File: config.mk
export PLATFORM = sky130hd
export DESIGN_NAME = fifo_rd_skid
export DESIGN_NICKNAME = d
export VERILOG_FILES = /design/src/rtl/fifo_rd_skid.sv
export SDC_FILE = /design/constraint.sdc
export NUM_CORES = 1
export LEC_CHECK = 0
export ABC_AREA = 1
export BUFFER_PORTS_ARGS = -buffer_cell sky130_fd_sc_hd__buf_2
export CAP_MARGIN = 20
export CORE_MARGIN = 2
export CORE_UTILIZATION = 42
export CTS_BUF_LIST = sky130_fd_sc_hd__clkbuf_4
export CTS_CLUSTER_DIAMETER = 60
export CTS_CLUSTER_SIZE = 30
export DETAILED_ROUTE_END_ITERATION = 6
export PLACE_DENSITY_LB_ADDON = 0.08
export SLEW_MARGIN = 40
export SYNTH_ARGS = -nofsm -noshare
export SYNTH_HDL_FRONTEND = slang
export SYNTH_SLANG_ARGS = --single-unit
export TNS_END_PERCENT = 1
File: constraint.sdc
create_clock -name clk -period 4 [get_ports clk]
set_clock_uncertainty 0.15 [all_clocks]
set_input_delay 0.4 -clock clk [delete_from_list [all_inputs] [get_ports clk]]
set_output_delay 0.4 -clock clk [all_outputs]
set_load 0.03 [all_outputs]
File: src/rtl/fifo_rd_skid.sv
// Two-entry skid stage turning a first-word-fall-through FIFO read port into a valid/ready stream.
// Define FIFO_RD_SKID_STATS_EN to build the saturating stall_cnt statistic.
module fifo_rd_skid #(
   parameter int unsigned DATA_WIDTH  = 32,
   parameter int unsigned STALL_CNT_W = 16
) (
   input  logic                   clk,
   input  logic                   rst,
   input  logic                   fifo_valid,
   input  logic [DATA_WIDTH-1:0]  fifo_rd_data,
   output logic                   fifo_pop,
   output logic                   out_valid,
   output logic [DATA_WIDTH-1:0]  out_data,
   input  logic                   out_ready,
   output logic [STALL_CNT_W-1:0] stall_cnt
);

   typedef enum logic [1:0] {
      StEmpty = 2'd0,
      StOne   = 2'd1,
      StTwo   = 2'd2
   } state_e;

   state_e                state_q, state_d;
   logic [DATA_WIDTH-1:0] head_q, head_d;
   logic [DATA_WIDTH-1:0] skid_q, skid_d;
   logic                  enq, deq;

   // Pop depends only on our own occupancy, never on out_ready.
   assign fifo_pop  = fifo_valid & (state_q != StTwo) & ~rst;
   assign enq       = fifo_pop;
   assign out_valid = (state_q != StEmpty);
   assign deq       = out_valid & out_ready;
   assign out_data  = head_q;

   always_comb begin
      state_d = state_q;
      head_d  = head_q;
      skid_d  = skid_q;
      case (state_q)
         StEmpty: begin
            if (enq) begin
               state_d = StOne;
               head_d  = fifo_rd_data;
            end
         end
         StOne: begin
            if (enq && deq) begin
               head_d = fifo_rd_data;
            end else if (enq) begin
               state_d = StTwo;
               skid_d  = fifo_rd_data;
            end else if (deq) begin
               state_d = StEmpty;
            end
         end
         StTwo: begin
            if (deq) begin
               state_d = StOne;
               head_d  = skid_q;
            end
         end
         default: state_d = StEmpty;
      endcase
   end

   always_ff @(posedge clk) begin
      if (rst) begin
         state_q <= StEmpty;
         head_q  <= '0;
         skid_q  <= '0;
      end else begin
         state_q <= state_d;
         head_q  <= head_d;
         skid_q  <= skid_d;
      end
   end

`ifdef FIFO_RD_SKID_STATS_EN
   logic [STALL_CNT_W-1:0] stall_q;

   always_ff @(posedge clk) begin
      if (rst) begin
         stall_q <= '0;
      end else if (out_valid && !out_ready && (stall_q != {STALL_CNT_W{1'b1}})) begin
         stall_q <= stall_q + {{(STALL_CNT_W-1){1'b0}}, 1'b1};
      end
   end

   assign stall_cnt = stall_q;
`else
   assign stall_cnt = '0;
`endif

endmodule
==> results.ini, run 1 <==
[outcome]
status = finished clean

[worst_hold_path]
hold_path_depth = 2
min_path_type = primary input to register

[synthesis]
yosysWarnings = 0
synth_most_common_cell = nand2_1
ys_top_cells_by_area = dfxtp_1, nand2_1, nor2_1
synth.distinct_cells = 20
synth_top_area_share_pct = 42.4
ys_seq_elements = 66
synth.largest_area_cell = dfxtp_1
synthArstFlopShare_pct = 0
yosysSeqAreaShare_pct = 42.4
synth_common_cells = nand2_1, nor2_1, dfxtp_1
netlist_area_um2 = 3120
avgSynthCellArea_um2 = 6.47
syn_inst = 482
synth_ff_type = dfxtp_1
synth_edf_count = 0

[global_route]
grt_pass1_vias = 2489
overflow = 0
grt_pass1_wl_um = 11400
grt_max_degree = 65
antenna_found_initial = 0
grtUsageTotal_pct = 17.1

[final_layout]
fin_nets = 574
final_util_pct = 48.0
layout-drive-gt1-share_pct = 19.6
postLayoutCellArea_um2 = 3460
n_antenna_cell = 0
syn_to_final_growth_pct = 11.1
nFillCells = 804

[route]
route.detailed.drc = 0
vias = 2783
dr.pass1.iters = 4
drt_first_iter_violations = 117
avgViaCountPerCell = 4.34
ant_nets = 0
wl_per_cell_um = 10.5
totalWireLength_um = 6710

[worst_setup_path]
arrival_ns = 2.36
end_kind = register
criticalPathCategory = register to register
cp_max_fo = 38
start_kind = register
cp.required_ns = 4.19
r2r_cells = 8

[clocking]
cts_resized = 0
h-tree-depth = 3
cts_sinks = 66
clk_latency_ns = 0.40
cts_hold_buf = 0
cts_made_buffers = 9
cts-root-buf = clkbuf_4
clockBufferDepth = 2
cts_tree = done
postCtsSetupRepairBufs = 0
cts.clk_slew.worst_paths_ns = 0.11

[place]
portBuffers = 69
dp_hpwl_um = 4110
place_area_um2 = 3370
gp_congestion = 0.731

[floorplanning]
ios = 86
initial_utilization_pct = 43.2
dieArea_um2 = 8130
coreArea_um2 = 7210
die_h_um = 90.1
die_w_um = 90.1
fp-row-count = 31

[timing]
slew-limit-headroom_pct = 46.6
rsz0062_at_grt = false
period_share_pct = 54.2
slew_viol_final = 0
setup_viol = 0
clock.fmax_mhz = 461
period_minus_slack_ns = 2.17
tightest_slew_ns = 0.801
final_hold_viol_count = 0
setup_tns_ns = 0

[run]
drv_cap = 0

[power]
power.internal_w = 0.000882
max-vdd-ir-drop_v = 0.000178
switching_share_pct = 31.6
pwr-share-comb_pct = 18.2
powerDensity_nw_per_um2 = 372
p_sw_w = 0.000407
pwr-share-seq_pct = 54.5
power.leakage_nw = 1.85
pwr-share-clk_pct = 27.4

==> cell usage in the layout, fill, tap and decap left out, drive strengths merged <==
cell and count:
a21oi 2, buf 72, clkbuf 10, clkinv 5
conb 16, dfxtp 66, inv 38, nand2 167
nand3 2, nor2 132, o21ai 32
==> power groups by stage <==
stage,clock [W],combinational [W],sequential (W)
after floorplan,0,0.000142,0.000766
after global placement,0,0.000234,0.000717
after detailed placement,0,0.000235,0.000718
after CTS,0.000367,0.000236,0.000703
after global routing,0.000395,0.000262,0.000707
final,0.000353,0.000234,0.000702
==> registers in the layout (all words and copies together) (netlist names) <==
register	count
skid_q	32
out_data	32
state_q	2
==> metal layers <==
layer	part of all wire, %	vias to the layer above	GRT usage (%)
met3	4.4	11	3.44
met4	1.7	0	7.69
met2	41	65	27.2
met1	52	1197	22.5
met5	0	-	0
li1	-	1510	-
==> final cells by class <==
cell class	count	area [um2]	area share [%]
clock inverter	5	22.5	0.650
clock buffer	10	75.1	2.17
multi-input combinational	351	1410	40.7
sequential	66	1320	38.2
tap	99	124	3.58
timing repair buffer	72	368	10.6
inverter	38	143	4.12
==> worst max-delay path, stage by stage, from the launching register on <==
cell and delay [ns]:
dfxtp_1 0.35, inv_2 0.11, nand2_2 0.06, nand2_1 0.07, nand3_2 0.60, buf_4 0.51, nand2_1 0.09, nand2_1 0.05
nor2_1 0.11
==> stage by stage <==
step                      power, W  instances  hold slack (ns)  worst slack (ns)
after floorplan           0.000908        497            0.304              2.42
after global placement    0.000951        626            0.315              1.72
after detailed placement  0.000953        626            0.322              1.66
after CTS                  0.00131        641           0.0220              1.82
after global routing       0.00136        641           0.0311              1.65
final                      0.00129        641           0.0436              1.83
==> cells by family (layout without fill, tap and decap cells) <==
family,count (synthesis),count (layout),synth area share (%)
buffers and inverters,80,125,14.2
other,1,16,0.120
AO/OA/AOI/OAI,34,34,5.46
flip-flops,66,66,42.4
AND/OR/NAND/NOR,301,301,37.9
==> final timing paths <==
path / slack [ns] / startpoint / end
max: 1.83 / state_q[1] / out_data[30]
min: 0.04 / rst / state_q[1]
max reg2reg: 1.83 / state_q[1] / out_data[30]
min reg2reg: 0.34 / skid_q[20] / skid_q[20]
Power figures use the tool's default switching activity.
==> inputs of run 2 (changes only) <==
- clock period: 4 -> 2.2 ns (I/O delays scaled with it)
==> results.ini, run 2 (synthesis gave the netlist of run 1 again) <==
[clocking]
cts_made_buffers = 9
cts_resized = 0
cts.clk_slew.worst_paths_ns = 0.10
cts-root-buf = clkbuf_4
cts_tree = done
h-tree-depth = 3
clk_latency_ns = 0.39
cts_sinks = 66
cts_hold_buf = 35
postCtsSetupRepairBufs = 0
clockBufferDepth = 2

[timing]
final_hold_viol_count = 0
layout_setup_ws_ns = 0.227
setup_tns_ns = 0
rsz0062_at_grt = false
clock.fmax_mhz = 507
period_share_pct = 89.7
slew-limit-headroom_pct = 58.2
tightest_slew_ns = 0.628
period_minus_slack_ns = 1.97
slew_viol_final = 0
setup_viol = 0

[power]
switching_share_pct = 29.1
power.internal_w = 0.00187
pwr-share-comb_pct = 18.1
power.leakage_nw = 2.03
pwr-share-seq_pct = 48.5
pwr-share-clk_pct = 33.4
powerDensity_nw_per_um2 = 678
max-vdd-ir-drop_v = 0.000319
p_sw_w = 0.000766

[route]
dr.pass1.iters = 4
route.detailed.drc = 0
wl_per_cell_um = 10.4
vias = 2981
ant_nets = 0
totalWireLength_um = 7030
avgViaCountPerCell = 4.40
drt_first_iter_violations = 124

[global_route]
grt_max_degree = 66
overflow = 0
grt_pass1_wl_um = 12400
grt_pass1_vias = 2784
antenna_found_initial = 0
grtUsageTotal_pct = 18.4

[floorplanning]
die_h_um = 90.1
initial_utilization_pct = 43.2
dieArea_um2 = 8130
coreArea_um2 = 7210
fp-row-count = 31
die_w_um = 90.1
ios = 86

[final_layout]
syn_to_final_growth_pct = 24.7
layout-drive-gt1-share_pct = 18.8
fin_nets = 610
mostFrequentLayoutCell = nand2_1
n_antenna_cell = 0
layout_common_cells = nand2_1, nor2_1, buf_2

[worst_setup_path]
cp.required_ns = 2.34
end_kind = register
r2r_end = state_q[0]
cp_max_fo = 65
arrival_ns = 2.12
r2r-start = state_q[0]
r2r_cells = 7
criticalPathCategory = primary input to register
start_kind = primary input
startpoint = rst
r2r_slack_ns = 0.28

[worst_hold_path]
min_path_type = register to register
hold_start = skid_q[1]
hold_path_depth = 2
whs_endpoint = skid_q[1]

[place]
dp_slack_ns = 0.619
portBuffers = 69
dp_hpwl_um = 4060
gp_congestion = 0.766

[outcome]
status = finished clean

[run]
drv_cap = 0

==> run 2: changes by cell type in the layout (fill, tap and decap cells not counted) <==
cell	previous run	this run
clkinv_1	2	1
clkinv_2	3	4
bufinv_16	0	2
dlygate4sd3_1	0	35
clkbuf_4	10	9
buf_12	0	1
==> run 2: cell type report <==
| cell class | instances | area (um2) |
|---|---|---|
| Fill cell | 773 | 3330 |
| Tap cell | 99 | 124 |
| Clock inverter | 7 | 83.8 |
| Timing Repair Buffer | 108 | 738 |
| Sequential cell | 66 | 1320 |
| Multi-Input combinational cell | 351 | 1410 |
| Inverter | 38 | 143 |
| Clock buffer | 9 | 67.6 |
==> run 2: metal layers <==
layer  global-route usage (%)  wire, um  vias to the layer above
li1                         -         -                     1581
met1                     22.6      3370                     1325
met2                     31.8      3260                       63
met3                     2.60       244                       12
met4                     8.72       157                        0
met5                        0         0                        -
==> run 2: per-stage QoR <==
stage / instance area, um2 / total power, W / utilization, % / cells / hold slack [ns]
3_3_place_gp: 3390 / 0.00173 / 46.9 / 627 / 0.278
3_5_place_dp: 3390 / 0.00174 / 46.9 / 627 / 0.275
4_1_cts: 3890 / 0.00268 / 53.9 / 678 / 0.345
2_1_floorplan: 3170 / 0.00165 / - / 497 / 0.139
5_1_grt: 3890 / 0.00278 / 53.9 / 678 / 0.367
6_report: 3890 / 0.00264 / 53.9 / 678 / 0.342
==> run 2: critical path, cell delays in order <==
cell,delay [ns]
dlygate4sd3_1,0.52
buf_2,0.13
inv_2,0.04
nand2_2,0.08
nand2_1,0.07
nand3_2,0.09
buf_12,0.27
a21oi_1,0.10
dlygate4sd3_1,0.56
==> run 2: power by group through the flow <==
stage / clock (W) / combinational [W] / sequential [W]
5_1_grt: 0.000957 / 0.000532 / 0.00129
3_3_place_gp: 0 / 0.000431 / 0.00130
6_report: 0.000881 / 0.000476 / 0.00128
4_1_cts: 0.000918 / 0.000481 / 0.00128
3_5_place_dp: 0 / 0.000430 / 0.00131
2_1_floorplan: 0 / 0.000258 / 0.00139
==> run 2: worst max-delay path by stage <==
stage	endpoint	slack (ns)	depth (start not counted)
final	state_q[0]	0.23	9
after global routing	state_q[0]	0.16	9
after CTS	state_q[0]	0.25	9
after detailed placement	out_data[16]	0.62	7
after global placement	out_data[24]	0.66	7
after floorplan	out_data[23]	0.77	9
